$ cat src/rtl/i2c_arbiter.sv
// Two-requester round-robin front end for a single I2C master.
// Latches the winning operands, hands them to the master, and returns the result or a watchdog timeout.
module i2c_arbiter #(
  parameter int TIMEOUT_W = 20
) (
  input  logic       clk,
  input  logic       reset,
  input  logic       req0,
  input  logic [6:0] addr0,
  input  logic       rw0,
  input  logic [7:0] wdata0,
  output logic [7:0] rdata0,
  output logic       done0,
  output logic       err0,
  input  logic       req1,
  input  logic [6:0] addr1,
  input  logic       rw1,
  input  logic [7:0] wdata1,
  output logic [7:0] rdata1,
  output logic       done1,
  output logic       err1,
  output logic       m_start,
  output logic [6:0] m_addr,
  output logic       m_rw,
  output logic [7:0] m_data_in,
  input  logic [7:0] m_data_out,
  input  logic       m_busy,
  output logic       owner,
  output logic       active
);

  typedef enum logic [1:0] {IDLE, START, WAIT, DONE} state_t;

  localparam logic [TIMEOUT_W-1:0] WD_ONE = {{(TIMEOUT_W-1){1'b0}}, 1'b1};
  localparam logic [TIMEOUT_W-1:0] WD_MAX = {TIMEOUT_W{1'b1}};

  state_t               state_q, state_d;
  logic [TIMEOUT_W-1:0] wd_q, wd_d;
  logic                 owner_q, owner_d;
  logic                 err_q, err_d;
  logic                 m_start_q, m_start_d;
  logic [6:0]           m_addr_q, m_addr_d;
  logic                 m_rw_q, m_rw_d;
  logic [7:0]           m_data_in_q, m_data_in_d;
  logic [7:0]           rdata0_q, rdata0_d;
  logic [7:0]           rdata1_q, rdata1_d;

  logic [TIMEOUT_W-1:0] wd_inc;
  logic                 expired;
  logic                 pick;

  // Saturating watchdog; the transition fires on the edge that would reach all-ones,
  // so a waiting state lasts exactly 2^TIMEOUT_W-1 cycles.
  assign wd_inc  = (wd_q == WD_MAX) ? wd_q : wd_q + WD_ONE;
  assign expired = (wd_inc == WD_MAX);
  // Contention goes to whoever was not granted last; a lone request always wins.
  assign pick    = (req0 && req1) ? ~owner_q : req1;

  // State register
  always_ff @(posedge clk) begin
    // NOTE: every flop here uses <= so all registers update from the same pre-edge values.
    if (reset) begin
      state_q     <= IDLE;
      wd_q        <= '0;
      owner_q     <= 1'b1;
      err_q       <= 1'b0;
      m_start_q   <= 1'b0;
      m_addr_q    <= '0;
      m_rw_q      <= 1'b0;
      m_data_in_q <= '0;
      rdata0_q    <= '0;
      rdata1_q    <= '0;
    end else begin
      state_q     <= state_d;
      wd_q        <= wd_d;
      owner_q     <= owner_d;
      err_q       <= err_d;
      m_start_q   <= m_start_d;
      m_addr_q    <= m_addr_d;
      m_rw_q      <= m_rw_d;
      m_data_in_q <= m_data_in_d;
      rdata0_q    <= rdata0_d;
      rdata1_q    <= rdata1_d;
    end
  end

  // Next-state logic
  always_comb begin
    // NOTE: hold-value defaults first, so no path through the case leaves a signal unassigned (no latches).
    state_d     = state_q;
    wd_d        = wd_q;
    owner_d     = owner_q;
    err_d       = err_q;
    m_addr_d    = m_addr_q;
    m_rw_d      = m_rw_q;
    m_data_in_d = m_data_in_q;
    rdata0_d    = rdata0_q;
    rdata1_d    = rdata1_q;
    unique case (state_q)
      IDLE: begin
        if (!m_busy && (req0 || req1)) begin
          state_d     = START;
          owner_d     = pick;
          wd_d        = '0;
          err_d       = 1'b0;
          m_addr_d    = pick ? addr1  : addr0;
          m_rw_d      = pick ? rw1    : rw0;
          m_data_in_d = pick ? wdata1 : wdata0;
        end
      end
      START: begin
        if (m_busy) begin
          state_d = WAIT;
          wd_d    = '0;
        end else if (expired) begin
          state_d = DONE;
          err_d   = 1'b1;
        end else begin
          wd_d = wd_inc;
        end
      end
      WAIT: begin
        if (!m_busy) begin
          state_d = DONE;
          err_d   = 1'b0;
          if (owner_q) rdata1_d = m_data_out;
          else         rdata0_d = m_data_out;
        end else if (expired) begin
          state_d = DONE;
          err_d   = 1'b1;
        end else begin
          wd_d = wd_inc;
        end
      end
      DONE:    state_d = IDLE;
      default: state_d = IDLE;
    endcase
    m_start_d = (state_d == START);
  end

  // Output logic
  always_comb begin
    active = (state_q != IDLE);
    done0  = (state_q == DONE) && !owner_q;
    done1  = (state_q == DONE) &&  owner_q;
    err0   = done0 && err_q;
    err1   = done1 && err_q;
  end

  assign m_start   = m_start_q;
  assign m_addr    = m_addr_q;
  assign m_rw      = m_rw_q;
  assign m_data_in = m_data_in_q;
  assign rdata0    = rdata0_q;
  assign rdata1    = rdata1_q;
  assign owner     = owner_q;

endmodule

$ cat config.mk
export PLATFORM = sky130hd
export DESIGN_NAME = i2c_arbiter
export DESIGN_NICKNAME = d
export VERILOG_FILES = /design/src/rtl/i2c_arbiter.sv
export SDC_FILE = /design/constraint.sdc
export NUM_CORES = 1
export LEC_CHECK = 0
export ABC_AREA = 1
export CORE_MARGIN = 5
export CORE_UTILIZATION = 25
export CTS_BUF_LIST = sky130_fd_sc_hd__clkbuf_2 sky130_fd_sc_hd__clkbuf_4 sky130_fd_sc_hd__clkbuf_8
export CTS_CLUSTER_SIZE = 10
export DETAILED_ROUTE_END_ITERATION = 12
export PLACE_DENSITY_LB_ADDON = 0.08
export SLEW_MARGIN = 10
export SYNTH_ARGS = -nofsm -noshare
export SYNTH_HDL_FRONTEND = slang
export SYNTH_SLANG_ARGS = --single-unit
$ cat constraint.sdc
create_clock -name clk -period 3.7 [get_ports clk]
set_input_delay 0.74 -clock clk [delete_from_list [all_inputs] [get_ports clk]]
set_output_delay 0.74 -clock clk [all_outputs]
set_load 0.02 [all_outputs]
==> results of run 1 <==
-- cell usage after synthesis (2+ instances only) --
cell type	instances
sky130_fd_sc_hd__nand3_1	25
sky130_fd_sc_hd__xor2_1	4
sky130_fd_sc_hd__nand2_1	131
sky130_fd_sc_hd__dfxtp_1	57
sky130_fd_sc_hd__nand4_1	9
sky130_fd_sc_hd__inv_1	34
sky130_fd_sc_hd__o21ai_0	29
sky130_fd_sc_hd__nor2_4	4
sky130_fd_sc_hd__ha_1	7
sky130_fd_sc_hd__and2_1	2
sky130_fd_sc_hd__nor2_1	53
sky130_fd_sc_hd__xnor2_1	3
sky130_fd_sc_hd__nand2_2	9
sky130_fd_sc_hd__nor3_1	5
sky130_fd_sc_hd__clkinv_1	2
sky130_fd_sc_hd__nand2_4	2
sky130_fd_sc_hd__clkbuf_1	15
sky130_fd_sc_hd__nand3_2	3
sky130_fd_sc_hd__o21bai_1	4
sky130_fd_sc_hd__nor2_2	6
sky130_fd_sc_hd__a21oi_1	68
-- kinds of logic (layout without fill, tap and decap cells) --
logic type,Yosys count,after routing
adder cells (fa/ha/maj),7,7
XOR/XNOR,7,7
AND/OR/NAND/NOR,251,251
flip-flops,57,57
buffers and inverters,55,142
AO/OA/AOI/OAI,103,103
-- tightest hold or removal path, delay by kind of cell (launching register included) --
| family | cells | cell delay [ns] |
|---|---|---|
| compound gates | 1 | 0.05 |
| simple gates | 1 | 0.06 |
| flops | 1 | 0.31 |
-- power breakdown --
group	leakage, nW	switching, W	internal [W]
Sequential	0.463	0.0000213	0.000641
Combinational	1.03	0.000152	0.000126
Clock	0.126	0.000266	0.000462
-- state kept, by name (all words and copies together) (netlist names) --
| signal | cells |
|---|---|
| err_q | 1 |
| m_addr | 7 |
| m_data_in | 8 |
| m_rw | 1 |
| m_start | 1 |
| owner | 1 |
| rdata0 | 8 |
| rdata1 | 8 |
| state_q | 2 |
| wd_q | 20 |
-- per-stage QoR --
| stage | power (W) | hold WS [ns] | instances | area (µm²) | worst slack, ns |
|---|---|---|---|---|---|
| 2_1_floorplan | 0.000809 | 0.452 | 480 | 3150 | 1.65 |
| 3_3_place_gp | 0.000958 | 0.458 | 723 | 4170 | 0.912 |
| 5_1_grt | 0.00176 | 0.498 | 739 | 4410 | 0.886 |
| 6_report | 0.00167 | 0.468 | 739 | 4410 | 1.04 |
| 3_5_place_dp | 0.000956 | 0.459 | 723 | 4170 | 0.859 |
| 4_1_cts | 0.00170 | 0.470 | 739 | 4410 | 0.992 |
-- metal layers --
metal  vias to the layer above  global-route usage  part of all wire
li1                       1724                   -                 -
met1                      1508               0.186              0.49
met2                        68               0.214              0.45
met3                        12              0.0424             0.053
met4                         0              0.0497             0.013
met5                         -                   0                 0
-- path summary, 6_finish.rpt --
| path | endpoint | cells past startpoint |
|---|---|---|
| setup / recovery | err1 | 3 |
| hold / removal | rdata1[5]$_SDFFE_PP0P_ | 2 |
| setup reg to reg | m_start$_SDFF_PP0_ | 15 |
| hold reg to reg | rdata1[5]$_SDFFE_PP0P_ | 2 |
-- layout make-up --
| type | instances | area [µm²] |
|---|---|---|
| fill | 1369 | 8060 |
| multi-input combinational | 368 | 1800 |
| sequential | 57 | 1140 |
| timing repair buffer | 89 | 876 |
| tap | 172 | 215 |
| inverter | 37 | 139 |
| clock buffer | 10 | 138 |
| clock inverter | 6 | 105 |
==> results_tabular.tex, run 1 <==
\begin{tabular}{lr}
\hline
Metric & Value \\
\hline
\multicolumn{2}{l}{\textbf{Run status}} \\
\quad Result of the run & finished, final reports clean \\
\multicolumn{2}{l}{\textbf{Worst hold path}} \\
\quad Classification of the worst-slack hold path & flip-flop to flip-flop \\
\quad Critical hold path startpoint & rdata1[5]\$\_SDFFE\_PP0P\_ \\
\multicolumn{2}{l}{\textbf{Route}} \\
\quad Count of vias placed by the detailed router & 3312 \\
\quad Final routed wirelength across all metal layers & 10100 µm \\
\quad Number of vias per cell & 4.48 \\
\quad Wire per inst & 13.6 µm \\
\quad Number of DRC violations after detailed routing & 0 \\
\quad Antenna violation net count after detailed routing & 0 \\
\quad DRT Pass-1 Iters & 4 \\
\quad Number of DRC markers in iteration 0 & 131 \\
\multicolumn{2}{l}{\textbf{Floorplan}} \\
\quad DIE HEIGHT & 122 µm \\
\quad Standard cell core area & 12500 µm² \\
\quad Num ports & 84 \\
\quad Effective utilization at floorplan & 0.253 \\
\quad Die Width & 122 µm \\
\quad Area of the die & 14900 µm² \\
\quad Number of rows created at floorplan & 41 \\
\multicolumn{2}{l}{\textbf{Synth}} \\
\quad Netlist cell types & 29 \\
\quad Post-synthesis xor/xnor area fraction & 0.0195 \\
\quad Number of synthesized register bits & 57 \\
\quad Top-area cell type share of the netlist area & 0.362 \\
\quad Top flip-flop cell by instance count after synthesis & sky130\_fd\_sc\_hd\_\_dfxtp\_1 \\
\quad Largest family of logic cells by synthesized area & simple AND/OR/NAND/NOR gates \\
\quad Number of warnings issued by yosys & 0 \\
\quad Ranking of synthesized cells by area & sky130\_fd\_sc\_hd\_\_dfxtp\_1, sky130\_fd\_sc\_hd\_\_nand2\_1, sky130\_fd\_sc\_hd\_\_a21oi\_1, sky130\_fd\_sc\_hd\_\_nor2\_1, sky130\_fd\_sc\_hd\_\_o21ai\_0 \\
\quad Post-Syn Instances & 480 \\
\quad Share of synthesized registers carrying an async set or reset & 0 \\
\quad Syn\_nets & 532 \\
\quad Share of cell area taken by muxes after synthesis & 0 \\
\quad Count of flip-flops with a built-in enable after synthesis & 0 \\
\quad Compound-gate portion of the synthesized area & 0.167 \\
\quad Synthesized-area fraction occupied by and/or/nand/nor cells & 0.354 \\
\quad Biggest area consumer among synthesized cells & sky130\_fd\_sc\_hd\_\_dfxtp\_1 \\
\quad Portion of the post-synthesis area used by sequential elements & 0.362 \\
\quad Combined area of all synthesized cells & 3150 µm² \\
\quad Area share of fa/ha/maj cells after synthesis & 0.0278 \\
\quad Mean area per synthesized cell & 6.56 µm² \\
\multicolumn{2}{l}{\textbf{Clocking}} \\
\quad Cells resized by post-CTS repair & 0 \\
\quad Clock latency at the later pin of the worst-skew pair & 0.34 ns \\
\quad CTS tree & built \\
\quad Post-CTS setup buffer count & 0 \\
\quad Max Root-Sink Buffers & 2 \\
\quad CTS H-tree depth & 3 \\
\quad Clock sink count & 57 \\
\quad CTS root buf & sky130\_fd\_sc\_hd\_\_clkbuf\_8 \\
\quad Reg clk slew, reported paths & 0.07 ns \\
\quad Post-cts hold buffer count & 0 \\
\quad Inserted Clock Buffers & 9 \\
\multicolumn{2}{l}{\textbf{STA}} \\
\quad Fmax achieved & 376 MHz \\
\quad Final cycle utilization of the critical path & 0.718 \\
\quad Post-route minimum period & 2.66 ns \\
\quad Unrepaired setup endpoints after global routing & no \\
\quad Total Negative Setup Slacks & 0 ns \\
\quad Number of failing hold endpoints at the final stage & 0 \\
\quad Headroom to the max-slew limit & 0.502 \\
\quad Final setup violating endpoints & 0 \\
\quad Worst-margin pin slew & 0.747 ns \\
\quad Largest clock skew in the final design & 0.00443 ns \\
\quad Max-slew violation total from the final report & 0 \\
\multicolumn{2}{l}{\textbf{Worst setup path}} \\
\quad Cell breakdown of the critical path & nand2\_1 -> nor2\_1 -> clkdlybuf4s50\_1 \\
\quad Kind of cell adding the most delay to the critical path & flip-flops \\
\quad Total buffers and inverters traversed by the critical path & 1 \\
\quad FF-to-FF setup slack & 1.22 ns \\
\quad Critical path data arrival time & 1.92 ns \\
\quad Worst Setup Path Type & flip-flop to output port \\
\quad First element of the critical path & owner\$\_SDFFE\_PP1P\_ \\
\quad Nature of the critical path startpoint & flip-flop \\
\quad Type of element capturing the critical path & output port \\
\quad Cell at the slowest stage of the critical path & sky130\_fd\_sc\_hd\_\_dfxtp\_1 \\
\quad Crit path required time & 2.96 ns \\
\quad Crit path max fanout & 16 \\
\quad Max stage delay on crit path & 0.70 ns \\
\quad Worst reg2reg startpoint & wd\_q[0]\$\_SDFFE\_PP0P\_ \\
\multicolumn{2}{l}{\textbf{Finish}} \\
\quad Commonest non-fill, non-tap cell in the layout & sky130\_fd\_sc\_hd\_\_nand2\_1 \\
\quad Most used cells in the layout excluding fill and tap cells & sky130\_fd\_sc\_hd\_\_nand2\_1, sky130\_fd\_sc\_hd\_\_clkdlybuf4s50\_1, sky130\_fd\_sc\_hd\_\_a21oi\_1 \\
\quad Number of antenna diodes & 0 \\
\quad End-of-flow core utilization & 0.354 \\
\quad Total number of nets in the final design & 614 \\
\quad Ratio of cells with drive above 1 in the final layout & 0.0847 \\
\quad Layout Area Growth over Synthesis & 40.0\% \\
\multicolumn{2}{l}{\textbf{GRT}} \\
\quad Overall routing resource usage & 0.140 \\
\quad Antenna violations before repair & 0 \\
\quad Largest net degree at the start of global routing & 31 \\
\quad Global-route wire length before repair & 16400 µm \\
\quad Via count of the first global-routing pass & 3368 \\
\quad Overall overflow remaining after global route & 0 \\
\multicolumn{2}{l}{\textbf{Place}} \\
\quad Final estimated routing congestion in global placement & 0.809 \\
\quad IO Port Bufs & 83 \\
\quad Placed wire-length estimate & 7400 µm \\
\multicolumn{2}{l}{\textbf{Pwr}} \\
\quad Worst VDD drop & 0.169 mV \\
\quad Power density of the placed cells & 379 nW/µm² \\
\quad Leak pwr & 1.61 nW \\
\multicolumn{2}{l}{\textbf{Job}} \\
\quad Max-capacitance violation count & 0 \\
\hline
\end{tabular}
No activity file was read; power rests on OpenSTA's default activity.
==> run 2: changes to the inputs <==
==> constraint.sdc (replaced) <==
create_clock -name clk -period 2.3 [get_ports clk]
set_input_delay 0.46 -clock clk [delete_from_list [all_inputs] [get_ports clk]]
set_output_delay 0.46 -clock clk [all_outputs]
set_load 0.02 [all_outputs]
==> run 2 against run 1 <==
Against the previous run:
- global-route usage about the same
- sequential share of layout area is 1.5 points lower
- cell count grew 3.0%
- clock power increased by 34%
- clock skew is 0.0056 ns higher
- largest cell class unchanged
==> results_tabular.tex, run 2 (synthesis gave the netlist of run 1 again) <==
\begin{tabular}{lr}
\hline
Metric & Value \\
\hline
\multicolumn{2}{l}{\textbf{Run status}} \\
\quad Result of the run & finished, final reports clean \\
\multicolumn{2}{l}{\textbf{Worst hold path}} \\
\quad Hold Crit Depth & 2 \\
\quad Classification of the worst-slack hold path & flip-flop to flip-flop \\
\quad Min-Delay Endpoint & rdata1[6]\$\_SDFFE\_PP0P\_ \\
\quad Critical hold path startpoint & rdata1[6]\$\_SDFFE\_PP0P\_ \\
\multicolumn{2}{l}{\textbf{GRT}} \\
\quad Largest net degree at the start of global routing & 31 \\
\quad Global-route wire length before repair & 16600 µm \\
\quad Via count of the first global-routing pass & 3456 \\
\quad Antenna violations before repair & 0 \\
\quad Overall routing resource usage & 0.140 \\
\quad Overall overflow remaining after global route & 0 \\
\multicolumn{2}{l}{\textbf{Clocking}} \\
\quad Post-cts hold buffer count & 0 \\
\quad CTS tree & built \\
\quad Clock sink count & 57 \\
\quad Max Root-Sink Buffers & 2 \\
\quad CTS H-tree depth & 3 \\
\quad Reg clk slew, reported paths & 0.07 ns \\
\quad Inserted Clock Buffers & 9 \\
\quad CTS root buf & sky130\_fd\_sc\_hd\_\_clkbuf\_8 \\
\quad Clock latency at the later pin of the worst-skew pair & 0.35 ns \\
\multicolumn{2}{l}{\textbf{Finish}} \\
\quad Multi-input gate area & 2010 µm² \\
\quad Post-route cell area & 4770 µm² \\
\quad Ratio of cells with drive above 1 in the final layout & 0.188 \\
\quad Number of antenna diodes & 0 \\
\quad Storage cell area & 1160 µm² \\
\quad Largest register FFs & 20 \\
\quad Register ranked first by flip-flop count & wd\_q \\
\quad Layout Area Growth over Synthesis & 51.3\% \\
\quad Number of fillers in the final layout & 1375 \\
\quad Finished Layout Cells & 761 \\
\quad Commonest non-fill, non-tap cell in the layout & sky130\_fd\_sc\_hd\_\_nand2\_1 \\
\quad Total number of nets in the final design & 636 \\
\quad Most used cells in the layout excluding fill and tap cells & sky130\_fd\_sc\_hd\_\_nand2\_1, sky130\_fd\_sc\_hd\_\_clkdlybuf4s50\_1, sky130\_fd\_sc\_hd\_\_a21oi\_1 \\
\multicolumn{2}{l}{\textbf{Floorplan}} \\
\quad Num ports & 84 \\
\quad DIE HEIGHT & 122 µm \\
\quad Effective utilization at floorplan & 0.253 \\
\quad Die Width & 122 µm \\
\quad Area of the die & 14900 µm² \\
\quad Number of rows created at floorplan & 41 \\
\quad Standard cell core area & 12500 µm² \\
\multicolumn{2}{l}{\textbf{Job}} \\
\quad Max-capacitance violation count & 0 \\
\multicolumn{2}{l}{\textbf{Route}} \\
\quad Number of DRC violations after detailed routing & 0 \\
\quad Wire per inst & 13.5 µm \\
\quad Final routed wirelength across all metal layers & 10300 µm \\
\quad Count of vias placed by the detailed router & 3411 \\
\quad Number of vias per cell & 4.48 \\
\quad DRT Pass-1 Iters & 4 \\
\quad Antenna violation net count after detailed routing & 0 \\
\quad Number of DRC markers in iteration 0 & 134 \\
\multicolumn{2}{l}{\textbf{Worst setup path}} \\
\quad Nature of the critical path startpoint & flip-flop \\
\quad Capture point of the worst reg-to-reg path & m\_start\$\_SDFF\_PP0\_ \\
\quad Worst reg2reg startpoint & wd\_q[6]\$\_SDFFE\_PP0P\_ \\
\quad Crit path max fanout & 4 \\
\quad Worst Setup Path Type & flip-flop to output port \\
\quad Crit path required time & 1.84 ns \\
\quad Critical path data arrival time & 1.71 ns \\
\quad Type of element capturing the critical path & output port \\
\quad FF-to-FF setup slack & 0.18 ns \\
\quad R2r worst-path depth & 14 \\
\multicolumn{2}{l}{\textbf{STA}} \\
\quad Fmax achieved & 460 MHz \\
\quad Max-slew violation total from the final report & 0 \\
\quad Total Negative Setup Slacks & 0 ns \\
\quad Final setup violating endpoints & 0 \\
\quad Number of failing hold endpoints at the final stage & 0 \\
\quad Worst hold-check slack & 0.468 ns \\
\quad Post-route minimum period & 2.17 ns \\
\quad Worst-margin pin slew & 0.350 ns \\
\quad Headroom to the max-slew limit & 0.766 \\
\quad Largest clock skew in the final design & 0.0100 ns \\
\quad Final cycle utilization of the critical path & 0.944 \\
\multicolumn{2}{l}{\textbf{Pwr}} \\
\quad Leak pwr & 1.73 nW \\
\quad Power density of the placed cells & 525 nW/µm² \\
\quad Worst VDD drop & 0.211 mV \\
\quad Post-route total power & 0.00250 W \\
\multicolumn{2}{l}{\textbf{Place}} \\
\quad IO Port Bufs & 83 \\
\quad Final estimated routing congestion in global placement & 0.837 \\
\quad Placed wire-length estimate & 7490 µm \\
\quad Number of cells in the design after placement & 735 \\
\quad DP Area & 4270 µm² \\
\hline
\end{tabular}
run 2: cell type report:
cell class                 count  area share
tap                          172      0.0452
sequential                    57       0.244
timing repair buffer         110       0.219
inverter                      37      0.0291
clock buffer                  13      0.0336
multi-input combinational    369       0.421
clock inverter                 3     0.00840
run 2: stage by stage:
step                       util  worst slack [ns]
after CTS                 0.359            0.0543
after global placement    0.342            0.0520
final                     0.382             0.128
after global routing      0.382           -0.0205
after detailed placement  0.342            0.0109
after floorplan               -             0.308
run 2: timing repair:
| action | 4_1_cts | 5_1_grt |
|---|---|---|
| pin swaps | 0 | 23 |
| endpoints found under the setup margin | 6 | 7 |
| gates cloned | 0 | 1 |
| buffers inserted | 0 | 9 |
| resized for setup | 4 | 62 |
run 2: power by group:
part           switching, W  internal (W)
sequential        0.0000276       0.00103
combinational      0.000251      0.000213
clock              0.000416      0.000563
total              0.000695       0.00181
run 2: critical path, stage by stage, from the launching register on:
cell	delay, ns
sky130_fd_sc_hd__dfxtp_1	0.39
sky130_fd_sc_hd__ha_1	0.19
sky130_fd_sc_hd__nand2_1	0.07
sky130_fd_sc_hd__nor2_1	0.10
sky130_fd_sc_hd__clkdlybuf4s50_1	0.61
run 2: how the worst max path moves through the flow:
stage | slack (ns) | end | startpoint | cells after the start
CTS | 0.05 | state_q[1]$_SDFF_PP0_ | wd_q[0]$_SDFFE_PP0P_ | 15
detailed placement | 0.01 | m_start$_SDFF_PP0_ | wd_q[0]$_SDFFE_PP0P_ | 16
global route | -0.02 | m_start$_SDFF_PP0_ | wd_q[6]$_SDFFE_PP0P_ | 14
floorplan | 0.31 | m_start$_SDFF_PP0_ | wd_q[0]$_SDFFE_PP0P_ | 17
finish | 0.13 | err1 | state_q[0]$_SDFF_PP0_ | 4
global placement | 0.05 | m_start$_SDFF_PP0_ | wd_q[0]$_SDFFE_PP0P_ | 16
run 2: routing by layer:
layer | track usage | wire (µm) | part of all wire
met1 | 0.176 | 4710 | 0.46
met3 | 0.0498 | 560 | 0.054
met4 | 0.0567 | 154 | 0.015
met2 | 0.218 | 4880 | 0.47
met5 | 0 | 0 | 0
